**config.mk**
```make
export PLATFORM = sky130hd
export DESIGN_NAME = leb128_encoder
export DESIGN_NICKNAME = d
export VERILOG_FILES = /design/src/rtl/leb128_encoder.sv
export SDC_FILE = /design/constraint.sdc
export NUM_CORES = 1
export LEC_CHECK = 0
export CAP_MARGIN = 20
export CORE_MARGIN = 2
export CORE_UTILIZATION = 25
export DETAILED_ROUTE_END_ITERATION = 6
export PLACE_DENSITY = 0.44
export SETUP_SLACK_MARGIN = 0.3
export SKIP_CTS_REPAIR_TIMING = 1
export SLEW_MARGIN = 30
export SYNTH_ARGS = -nofsm -noshare
export SYNTH_HDL_FRONTEND = slang
export SYNTH_SLANG_ARGS = --single-unit
export TNS_END_PERCENT = 30
```
**constraint.sdc**
```tcl
create_clock -name clk -period 2 [get_ports clk]
set_input_delay 0.4 -clock clk [delete_from_list [all_inputs] [get_ports clk]]
set_output_delay 0.4 -clock clk [all_outputs]
set_load 0.005 [all_outputs]
```
**src/rtl/leb128_encoder.sv**
```systemverilog
// Serialises a DW-bit integer into an unsigned or signed LEB128 byte stream, one byte per handshake.
// Optional macro LEB128_ENC_WRAP32_EN adds in_i32, which encodes only the low 32 bits (sign/zero-extended).
module leb128_encoder #(
  parameter int DW        = 64,
  parameter int MAX_BYTES = (DW + 6) / 7
) (
  input  logic          clk,
  input  logic          reset,
  input  logic          in_valid,
  output logic          in_ready,
  input  logic [DW-1:0] in_value,
  input  logic          in_signed,
`ifdef LEB128_ENC_WRAP32_EN
  input  logic          in_i32,
`endif
  output logic          out_valid,
  input  logic          out_ready,
  output logic [7:0]    out_byte,
  output logic          out_last,
  output logic [3:0]    out_index
);

  localparam logic [0:0] IDLE = 1'b0;
  localparam logic [0:0] EMIT = 1'b1;
  localparam logic [3:0] LAST_INDEX = 4'(MAX_BYTES - 1);

  logic [0:0]    state_reg, state_next;
  logic [DW-1:0] shift_reg, shift_next;
  logic          signed_reg, signed_next;
  logic [3:0]    index_reg, index_next;

  logic [DW-1:0] load_value;
  logic [DW-1:0] rest_value;
  logic          fill_bit;
  logic          last_byte;

`ifdef LEB128_ENC_WRAP32_EN
  // Upper bits are replaced by the extension of bit 31 when a 32-bit value is requested.
  genvar gi;
  generate
    for (gi = 0; gi < DW; gi++) begin : g_load
      if (gi < 32) begin : g_low
        assign load_value[gi] = in_value[gi];
      end else begin : g_high
        assign load_value[gi] = in_i32 ? (in_signed & in_value[31]) : in_value[gi];
      end
    end
  endgenerate
`else
  assign load_value = in_value;
`endif

  // Explicit fill avoids relying on expression signedness for the arithmetic shift.
  assign fill_bit   = signed_reg & shift_reg[DW-1];
  assign rest_value = {{7{fill_bit}}, shift_reg[DW-1:7]};

  always_comb begin
    if (signed_reg) begin
      last_byte = ((rest_value == '0) && !shift_reg[6]) ||
                  ((&rest_value) && shift_reg[6]);
    end else begin
      last_byte = (rest_value == '0);
    end
  end

  assign in_ready  = (state_reg == IDLE);
  assign out_valid = (state_reg == EMIT);
  assign out_byte  = (state_reg == EMIT) ? {~last_byte, shift_reg[6:0]} : 8'h00;
  assign out_last  = (state_reg == EMIT) && last_byte;
  assign out_index = index_reg;

  always_comb begin
    state_next  = state_reg;
    shift_next  = shift_reg;
    signed_next = signed_reg;
    index_next  = index_reg;
    case (state_reg)
      IDLE: begin
        if (in_valid) begin
          state_next  = EMIT;
          shift_next  = load_value;
          signed_next = in_signed;
          index_next  = 4'd0;
        end
      end
      EMIT: begin
        if (out_ready) begin
          if (last_byte) begin
            state_next = IDLE;
            index_next = 4'd0;
          end else begin
            shift_next = rest_value;
            if (index_reg < LAST_INDEX) begin
              index_next = index_reg + 4'd1;
            end
          end
        end
      end
      default: state_next = IDLE;
    endcase
  end

  always_ff @(posedge clk) begin
    if (reset) begin
      state_reg  <= IDLE;
      shift_reg  <= '0;
      signed_reg <= 1'b0;
      index_reg  <= 4'd0;
    end else begin
      state_reg  <= state_next;
      shift_reg  <= shift_next;
      signed_reg <= signed_next;
      index_reg  <= index_next;
    end
  end

endmodule

```
==> flow_summary.html <==
<table>
<tr><th>Metric</th><th>Value</th></tr>
<tr><th colspan="2">Worst setup path</th></tr>
<tr><td>Data required time at the worst endpoint</td><td>approximately 2.3 ns</td></tr>
<tr><td>Endpoint type of the worst setup path</td><td>register</td></tr>
<tr><td>Launch point of the worst reg-to-reg path</td><td>shift_reg[13]</td></tr>
<tr><td>Classification of the worst setup path</td><td>register to register</td></tr>
<tr><td>Critical path fanouts, max</td><td>38</td></tr>
<tr><td>Worst EP arrival</td><td>2.82 ns</td></tr>
<tr><td>Capturing point of the worst reg2reg path</td><td>shift_reg[38]</td></tr>
<tr><td>Worst-case register-to-register setup slack</td><td>-0.55 ns</td></tr>
<tr><td>Count of cells along the worst register-to-register path</td><td>8</td></tr>
<tr><td>Type of element launching the critical path</td><td>register</td></tr>
<tr><th colspan="2">Hold path</th></tr>
<tr><td>Hold/Removal Path Class</td><td>register to register</td></tr>
<tr><td>Worst min-delay path startpoint</td><td>shift_reg[1]</td></tr>
<tr><td>Worst hold path cell count</td><td>2</td></tr>
<tr><td>Hold Path Sink</td><td>shift_reg[1]</td></tr>
<tr><th colspan="2">Timing</th></tr>
<tr><td>Post-route setup TNS</td><td>-31.67 ns</td></tr>
<tr><td>Setup repair after global routing missed its margin</td><td>yes</td></tr>
<tr><td>Final Setup Violations</td><td>69</td></tr>
<tr><td>Final critical-path setup slack</td><td>-0.5484 ns</td></tr>
<tr><td>Worst slack on hold paths</td><td>0.5227 ns</td></tr>
<tr><td>Remaining max-slew budget at the tightest pin</td><td>a little under three fifths</td></tr>
<tr><td>Number of slew-limit violations in the final report</td><td>0</td></tr>
<tr><td>Final setup skew</td><td>0.008257 ns</td></tr>
<tr><td>Max frequency</td><td>between 300 and 400 MHz</td></tr>
<tr><td>Minimum period implied by the final worst setup slack</td><td>2.548 ns</td></tr>
<tr><td>Final hold violation count</td><td>0</td></tr>
<tr><td>Final worst-path cycle share</td><td>127.4%</td></tr>
<tr><td>Least-Margin Pin Slew</td><td>roughly 0.65 ns</td></tr>
<tr><th colspan="2">Global route</th></tr>
<tr><td>First-pass GRT wire length</td><td>26920 um</td></tr>
<tr><td>Largest net degree at the start of global routing</td><td>52</td></tr>
<tr><td>Initial antenna violation count</td><td>0</td></tr>
<tr><td>Vias in the first global route</td><td>about 4800</td></tr>
<tr><td>Overall fraction of global-route tracks in use</td><td>17.45%</td></tr>
<tr><td>Residual overflow from global routing</td><td>0</td></tr>
<tr><th colspan="2">Synth</th></tr>
<tr><td>Cell types with the largest area share after synthesis</td><td>sky130_fd_sc_hd__dfxtp_1 30%, sky130_fd_sc_hd__o211ai_2 14%, sky130_fd_sc_hd__mux2i_1 11%</td></tr>
<tr><td>Share of synthesized area occupied by flip-flops and latches</td><td>a little under a third</td></tr>
<tr><td>Number of distinct standard cells referenced by the synthesized netlist</td><td>36</td></tr>
<tr><td>Synth Instances</td><td>roughly 540</td></tr>
<tr><td>Most instantiated library cell after synthesis</td><td>sky130_fd_sc_hd__dfxtp_1</td></tr>
<tr><td>Post-synth EDFFs</td><td>0</td></tr>
<tr><td>Number of warnings printed during yosys synthesis</td><td>0</td></tr>
<tr><td>Net count after synthesis</td><td>around 610</td></tr>
<tr><td>Commonest cells post-synth</td><td>70 x sky130_fd_sc_hd__dfxtp_1, 64 x sky130_fd_sc_hd__nand2_1, 57 x sky130_fd_sc_hd__a21o_1, 53 x sky130_fd_sc_hd__mux2i_1, 53 x sky130_fd_sc_hd__nand3_1</td></tr>
<tr><td>Most instantiated flip-flop cell in the synthesis netlist</td><td>sky130_fd_sc_hd__dfxtp_1</td></tr>
<tr><td>Fraction of registers with async set/reset</td><td>0%</td></tr>
<tr><td>Mean post-synth cell area</td><td>approximately 8.6 um^2</td></tr>
<tr><td>Flop and latch count out of synthesis</td><td>70</td></tr>
<tr><td>Yosys top cell area share</td><td>30.35%</td></tr>
<tr><td>Area of the mapped netlist</td><td>around 4600 um^2</td></tr>
<tr><td>Yosys top cell by area</td><td>sky130_fd_sc_hd__dfxtp_1</td></tr>
<tr><th colspan="2">Floorplanning</th></tr>
<tr><td>Die outline height</td><td>between 100 and 150 um</td></tr>
<tr><td>Placement row count</td><td>between 40 and 50</td></tr>
<tr><td>Number of ports placed on the die boundary</td><td>84</td></tr>
<tr><td>Starting Density</td><td>between 20% and 30%</td></tr>
<tr><td>Die Area</td><td>roughly 20000 um^2</td></tr>
<tr><td>Horizontal extent of the die</td><td>around 140 um</td></tr>
<tr><td>Total core area</td><td>between 15000 and 20000 um^2</td></tr>
<tr><th colspan="2">Detailed routing</th></tr>
<tr><td>Routed wire length</td><td>about 17000 um</td></tr>
<tr><td>Detailed Routing Iterations Pass 1</td><td>5</td></tr>
<tr><td>Number of vias per cell</td><td>~5.1</td></tr>
<tr><td>DRC violation count after routing</td><td>0</td></tr>
<tr><td>Via Count</td><td>4643</td></tr>
<tr><td>Starting DRT DRC Count</td><td>between 300 and 400</td></tr>
<tr><td>Average wire per cell in the routed design</td><td>around 19 um</td></tr>
<tr><td>Number of routed nets with antenna violations</td><td>0</td></tr>
<tr><th colspan="2">Finish</th></tr>
<tr><td>Max reg flops</td><td>64</td></tr>
<tr><td>Area occupied by multi-input gates</td><td>3059 um^2</td></tr>
<tr><td>Layout cells sized above 1</td><td>approximately 30%</td></tr>
<tr><td>Sequential cell area</td><td>1416 um^2</td></tr>
<tr><td>Diodes inserted</td><td>0</td></tr>
<tr><td>Count of nets after finishing</td><td>743</td></tr>
<tr><td>FILL cells</td><td>about 1900</td></tr>
<tr><td>Share of the core filled with cells</td><td>between 30% and 40%</td></tr>
<tr><td>Synth-to-Final Area Change</td><td>45.42%</td></tr>
<tr><td>Area of all placed cells without fillers</td><td>6714 um^2</td></tr>
<tr><th colspan="2">Run status</th></tr>
<tr><td>Violated checks</td><td>setup timing</td></tr>
<tr><td>Status</td><td>complete, but fails checks</td></tr>
<tr><th colspan="2">Placement</th></tr>
<tr><td># port buffers</td><td>a little over 80</td></tr>
<tr><td>Total placed instance area</td><td>6260 um^2</td></tr>
<tr><td>Final estimated routing congestion in global placement</td><td>roughly 0.77</td></tr>
<tr><td>HPWL after detailed placement</td><td>12310 um</td></tr>
<tr><td>Worst-case setup slack after placement</td><td>-0.7371 ns</td></tr>
<tr><th colspan="2">Clock network</th></tr>
<tr><td>Root buffer cell</td><td>sky130_fd_sc_hd__clkbuf_16</td></tr>
<tr><td>H-tree depth</td><td>3</td></tr>
<tr><td>Number of buffers on the longest clock path</td><td>2</td></tr>
<tr><td>Total clock buffers created by CTS</td><td>9</td></tr>
<tr><td>Insertion delay to the later sink of the worst-skew pair</td><td>approximately 0.35 ns</td></tr>
<tr><td>Clock-pin slew of the registers on the worst-case setup and hold paths</td><td>about 0.060 ns</td></tr>
<tr><td>CTS tree</td><td>built</td></tr>
<tr><td>Clock sinks</td><td>70</td></tr>
<tr><th colspan="2">Power</th></tr>
<tr><td>Maximum VDD drop</td><td>around 0.00037 V</td></tr>
<tr><td>Total leakage power</td><td>between 2 and 3 nW</td></tr>
<tr><td>Power density cells</td><td>~700 nW/um^2</td></tr>
<tr><th colspan="2">Job</th></tr>
<tr><td>Number of max-capacitance violations reported</td><td>0</td></tr>
</table>
metrics by stage:
| step | std cells | total power, mW |
|---|---|---|
| after global routing | 906 | 4.874 |
| after global placement | 890 | 2.986 |
| final | 906 | 4.671 |
| after floorplan | 537 | 2.328 |
| after CTS | 906 | 4.647 |
| after detailed placement | 890 | 2.994 |
layout make-up:
| type | count | area share [%] |
|---|---|---|
| well taps | 229 | 4.268 |
| inverters | 12 | 0.7827 |
| flip-flops and latches | 70 | 21.10 |
| repair buffers | 176 | 23.84 |
| clock inverters | 7 | 1.100 |
| clock buffers | 9 | 3.354 |
| multi-input cells | 403 | 45.56 |
cell families after synthesis:
logic type      count (synthesis)  share of synthesized area [%]
compound gates                139                          28.08
flops                          70                          30.35
fa+ha+maj                       2                         0.5419
mux                            60                          13.20
simple gates                  201                          21.33
xor+xnor                        1                         0.1897
buf+inv                        64                          6.314
layout by cell type (no fill, tap or decap), types with 4 or more instances in the layout:
master	Yosys	layout
sky130_fd_sc_hd__a21o_1	57	57
sky130_fd_sc_hd__a22oi_1	7	7
sky130_fd_sc_hd__buf_12	0	5
sky130_fd_sc_hd__buf_4	2	87
sky130_fd_sc_hd__clkbuf_16	0	9
sky130_fd_sc_hd__clkdlybuf4s50_1	0	72
sky130_fd_sc_hd__dfxtp_1	70	62
sky130_fd_sc_hd__dfxtp_2	0	6
sky130_fd_sc_hd__dlymetal6s2s_1	0	8
sky130_fd_sc_hd__inv_1	11	11
sky130_fd_sc_hd__mux2_2	7	7
sky130_fd_sc_hd__mux2i_1	53	53
sky130_fd_sc_hd__nand2_1	64	63
sky130_fd_sc_hd__nand3_1	53	52
sky130_fd_sc_hd__nand4_1	25	25
sky130_fd_sc_hd__nor2_1	18	18
sky130_fd_sc_hd__nor2b_1	7	7
sky130_fd_sc_hd__nor3_1	5	5
sky130_fd_sc_hd__nor4_1	17	5
sky130_fd_sc_hd__nor4_2	0	8
sky130_fd_sc_hd__nor4_4	0	4
sky130_fd_sc_hd__o211ai_1	13	13
sky130_fd_sc_hd__o211ai_2	50	50
sky130_fd_sc_hd__or2_2	7	7
metal layers:
metal	routed length (um)	global-route usage, %
met2	8051	27.96
met5	0	0
met3	729	3.145
met4	280	5.158
met1	8166	24.01
worst max path at each step:
| stage | endpoint | slack [ns] | startpoint | depth (start not counted) |
|---|---|---|---|---|
| 2_1_floorplan | shift_reg[12] | -0.08 | shift_reg[27] | 7 |
| 5_1_grt | shift_reg[25] | -0.61 | shift_reg[40] | 8 |
| 3_5_place_dp | out_last | -0.74 | shift_reg[27] | 6 |
| 3_3_place_gp | out_last | -0.75 | shift_reg[13] | 6 |
| 6_report | shift_reg[38] | -0.55 | shift_reg[13] | 8 |
| 4_1_cts | out_last | -1.11 | shift_reg[27] | 6 |
critical path, stage by stage, from the launching register on:
cell                       delay [ns]
sky130_fd_sc_hd__dfxtp_1         0.32
sky130_fd_sc_hd__nor4_2          0.41
sky130_fd_sc_hd__nand4_1         0.17
sky130_fd_sc_hd__or4_4           0.46
sky130_fd_sc_hd__buf_6           0.15
sky130_fd_sc_hd__buf_4           0.16
sky130_fd_sc_hd__a2111o_2        0.46
sky130_fd_sc_hd__buf_12          0.21
sky130_fd_sc_hd__o211ai_2        0.09
where the power goes:
part	internal (mW)	switching (mW)	total, mW	leakage, nW
Combinational	0.703	0.628	1.33	2.11
Clock	0.968	0.682	1.65	0.142
Sequential	1.55	0.142	1.69	0.584
Note: power is estimated with default switching activity, not from simulation.
==> patch 1 (same settings) <==
Change the parameter `DW` from 64 to 128.
--- a/src/rtl/leb128_encoder.sv
+++ b/src/rtl/leb128_encoder.sv
@@ -1,7 +1,7 @@
 // Serialises a DW-bit integer into an unsigned or signed LEB128 byte stream, one byte per handshake.
 // Optional macro LEB128_ENC_WRAP32_EN adds in_i32, which encodes only the low 32 bits (sign/zero-extended).
 module leb128_encoder #(
-  parameter int DW        = 64,
+  parameter int DW        = 128,
   parameter int MAX_BYTES = (DW + 6) / 7
 ) (
   input  logic          clk,
Ports: changed (resized in_value); port bits go from 84 to 148. The function was not compared with the original's and may differ.
==> patch 1 against the original RTL <==
  * Highest routed layer unchanged
  * Largest cell class unchanged
  * Setup slack worse by 0.47 ns
  * Total power is 86% higher
  * Cell area is 66% higher
  * Area after synthesis is 53% higher
  * Wire length is 58% higher
  * Largest power group is now the clock network
  * Sequential cell count is 64 higher
  * Critical path type is now flip-flop to output port
  * The flow still finishes with violations (negative setup slack)
  * Die area is 51% higher
  * Count of clock-buffer cells in the layout is 9 higher
==> patch 1: results (changes against the original RTL) <==
| Metric | Value |
|---|---|
| PwrDens | 780 nW/um2 (+12%) |
| Share of layout cells above drive strength 1 | 36.7% (+6.7 points) |
| XOR/XNOR Fraction of Synth Area | 0% (-0.19 points) |
| Global-route usage over all layers | 17.5% (+0.054 points) |
| Worst-margin pin slew | 0.581 ns (-0.0733 ns) |
| Synth Area in Compound Gates | 29.8% (+1.8 points) |
| Via count | 6754 (+45%) |
| Clock network area share | 5.52% (+1.1 points) |
| Signal buf overhead | 27.7% (+3.8 points) |
| Flop2flop setup slack | -0.93 ns (-0.38 ns) |
| Clock Skew | 0.0178 ns (+0.00954 ns) |
| Hold WS | 0.458 ns (-0.0647 ns) |
| Seq area share | 24.2% (+3.1 points) |
| Fin worst setup slack | -1.02 ns (-0.474 ns) |
| Layout Cells excl Fill | 1372 (+51%) |
| TNS Setup | -113.47 ns (-81.81 ns) |
| Synth Area in Adders | 0.177% (-0.36 points) |
| Met2 wire len | 12700 um (+58%) |
| WP data arrival | 2.62 ns (-0.20 ns) |
| Count of final setup violators | 142 (+110%) |
| WL/cell | 19.8 um (+4.1%) |
| Crit-path max FO | 3 (-92%) |
| Placed Area | 10100 um2 (+61%) |
| Inverters | 3 (-9) |
| Seq cells post-synth | 134 (+91%) |
| Hold Crit Class | input port to flip-flop |
| Cts bufs inserted | 17 (+8) |
| Failing checks | negative setup slack |
| Largest net degree at the start of global routing | 93 (+79%) |
| Max FFs per register | 128 (+100%) |
| Synth top cells by count | 134 x dfxtp_1, 126 x a21oi_1, 123 x mux2i_1, 90 x a211oi_2, 56 x clkbuf_1 |
| Outcome | complete, but fails checks |
| CLK BUF | 18 (+9) |
| # fillers | 2779 (+50%) |
| Post-synth cell types | 27 (-25%) |
| Synth Area per Inst | 10.1 um2 (+17%) |
[patch 1: cell types whose count changed after synthesis, sizes merged, moves of 22 or more]
| cell | unedited run | this run |
|---|---|---|
| a21oi | 3 | 126 |
| nand3 | 53 | 2 |
| a211oi | 1 | 124 |
| a21o | 57 | 0 |
| dfxtp | 70 | 134 |
| nor4 | 17 | 39 |
| mux2i | 53 | 123 |
| o211ai | 63 | 0 |
| clkbuf | 32 | 56 |
| nand2 | 64 | 9 |
[patch 1: path summary, 6_finish.rpt]
| check | start | to | depth (start not counted) |
|---|---|---|---|
| max | shift_reg[76] | out_last | 8 |
| max reg2reg | shift_reg[76] | shift_reg[16] | 10 |
| min | reset | shift_reg[120] | 2 |
| min reg2reg | out_index[3] | out_index[3] | 2 |
[patch 1: report_power, final]
part | internal [W] | switching, W
Sequential | 0.00293 | 0.000195
Combinational | 0.00122 | 0.00106
Clock | 0.00200 | 0.00128
==> patch 2 (same settings) <==
Made on the original files. `shift_reg` no longer has a reset.
--- a/src/rtl/leb128_encoder.sv
+++ b/src/rtl/leb128_encoder.sv
@@ -103,16 +103,18 @@
   always_ff @(posedge clk) begin
     if (reset) begin
       state_reg  <= IDLE;
-      shift_reg  <= '0;
       signed_reg <= 1'b0;
       index_reg  <= 4'd0;
     end else begin
       state_reg  <= state_next;
-      shift_reg  <= shift_next;
       signed_reg <= signed_next;
       index_reg  <= index_next;
     end
   end
 
+  always_ff @(posedge clk) begin
+    shift_reg <= shift_next;
+  end
+
 endmodule
 
Check against the original RTL: same outputs for any inputs over 4 cycles, from zero or initial values and one cycle with reset high; that may be too few to reach the edited logic, so the function may still have changed.
==> patch 2 against the original RTL <==
  * The flow still finishes with violations (negative setup slack)
  * Sequential cell count unchanged
  * Cell area is 21% lower
  * Setup slack got worse by 0.088 ns
  * Worst hold slack better by 0.041 ns
  * Sequential share of layout area rose by 17 points
  * Largest power group unchanged
  * Clock skew down 0.0010 ns
  * Area after synthesis shrank 28%
  * Highest routed layer unchanged
  * Wire length decreased by 44%
  * Total power is 14% lower
  * Utilization grew 3.3 points
  * Final cell count is 37% lower
==> patch 2: results (changes against the original RTL) <==
| Metric | Value |
|---|---|
| Worst-case vdd ir drop | 0.373 mV (+1.1%) |
| Sequential area share after synthesis | 61.6% (+31 points) |
| Number of global-route vias before repair | 2677 (-44%) |
| Worst Reg-to-Reg Cells | 7 (-1) |
| Main synth FF type | edfxtp_1 |
| Outcome | complete, but fails checks |
| Largest net degree at the start of global routing | 46 (-12%) |
| Flop2flop setup slack | -0.30 ns (+0.25 ns) |
| Drt pass-1 iters | 4 (-1) |
| Count of final setup violators | 71 (+2.9%) |
| Crit path kind | flip-flop to output port |
| Post-synth net total | 299 (-51%) |
| Synth top cells by count | 64 x edfxtp_1, 57 x mux2_2, 18 x nand4_1, 13 x nor4_1, 10 x inv_1 |
| Slew margin rel. | 69.2% (+13 points) |
| Via count | 2535 (-45%) |
| Critical Path End | out_byte[7] |
| Crit-path max FO | 2 (-95%) |
| Clk_lat worst skew | 0.33 ns (-0.02 ns) |
| # fillers | 1255 (-32%) |
| Global-route wire length before repair | 14700 um (-45%) |
| Drt total wl | 9570 um (-44%) |
| Clock Skew | 0.00722 ns (-0.00104 ns) |
| GPL Wtd Cong | 0.767 (-0.13%) |
| Placed wire-length estimate | 6910 um (-44%) |
| WP data arrival | 2.24 ns (-0.58 ns) |
| Share of layout cells above drive strength 1 | 40.6% (+11 points) |
| Post-synth cell types | 29 (-19%) |
| 1st-iter DRT viols | 153 (-61%) |
| Clk root buf | clkbuf_16 |
| P_leak | 1.95 nW (-31%) |
| Fin worst setup slack | -0.636 ns (-0.0877 ns) |
| Failing checks | negative setup slack |
| Synth top area cells | edfxtp_1 58%, mux2_2 19%, dfxtp_1 3.6% |
-- patch 2: changes by cell type in the layout (fill, tap and decap cells not counted), moves of 51 or more --
| cell | change |
|---|---|
| edfxtp_1 | +64 |
| nand2_1 | -63 |
| dfxtp_1 | -57 |
| a21o_1 | -56 |
| mux2i_1 | -51 |
-- patch 2: critical path, stage by stage, from the launching register on --
cell      delay (ns)
edfxtp_1        0.41
nor4_2          0.30
buf_4           0.15
nand4_1         0.08
or4_4           0.60
buf_6           0.15
nand2_4         0.06
nor2_2          0.03
buf_2           0.12
-- patch 2: cells by family (layout without fill, tap and decap cells) --
logic type                 after synthesis  after routing  share of synthesized area (%)
DFF                                     70             70                           61.6
and+or+nand+nor                         61             61                           11.8
muxes                                   59             59                           20.0
buffers and inverters                   19            183                           2.27
AOI/OAI and AO/OA                       16             16                           3.32
adders and majority gates                2              2                          0.755
xor gates and xnor gates                 1              1                          0.264
-- patch 2: cell type report --
class                   instances  area [um2]  share of cell area (%)
multi-input cells             139        1230                    23.2
clock inverters                 6        40.0                   0.754
clock buffers                   9         225                    4.24
well taps                     176         220                    4.15
inverters                      10        37.5                   0.707
repair buffers                158        1510                    28.4
flip-flops and latches         70        2050                    38.5
-- patch 2: routing by layer --
metal / vias up / GRT usage [%] / share of wire (%)
li1: 1229 / - / -
met1: 1207 / 18.9 / 48
met2: 83 / 21.3 / 46
met3: 16 / 3.45 / 4.8
met4: 0 / 4.24 / 1.6
met5: - / 0 / 0
-- patch 2: worst min path at each step --
stage	start	end	slack, ns	cells after the start
after floorplan	reset	out_valid	0.47	1
final	out_valid	out_valid	0.56	2
after CTS	out_valid	out_valid	0.57	2
after global placement	out_valid	out_valid	0.56	2
after global routing	out_valid	out_valid	0.60	2
after detailed placement	out_valid	out_valid	0.56	2
-- patch 2: power breakdown --
| part | switching, W | internal, W |
|---|---|---|
| Combinational | 0.000263 | 0.000464 |
| Sequential | 0.0000883 | 0.00178 |
| Clock | 0.000609 | 0.000827 |
| Total | 0.000960 | 0.00307 |
-- patch 2: stage by stage --
step | setup slack (ns) | area, um2 | power, W | setup TNS [ns] | instances
after floorplan | -0.208 | 3320 | 0.00212 | -13.29 | 228
after global placement | -0.745 | 4910 | 0.00259 | -23.72 | 548
after detailed placement | -0.657 | 4910 | 0.00259 | -16.48 | 548
after CTS | -1.02 | 5180 | 0.00405 | -18.24 | 563
after global routing | -0.734 | 5310 | 0.00420 | -25.72 | 568
final | -0.636 | 5310 | 0.00403 | -18.66 | 568
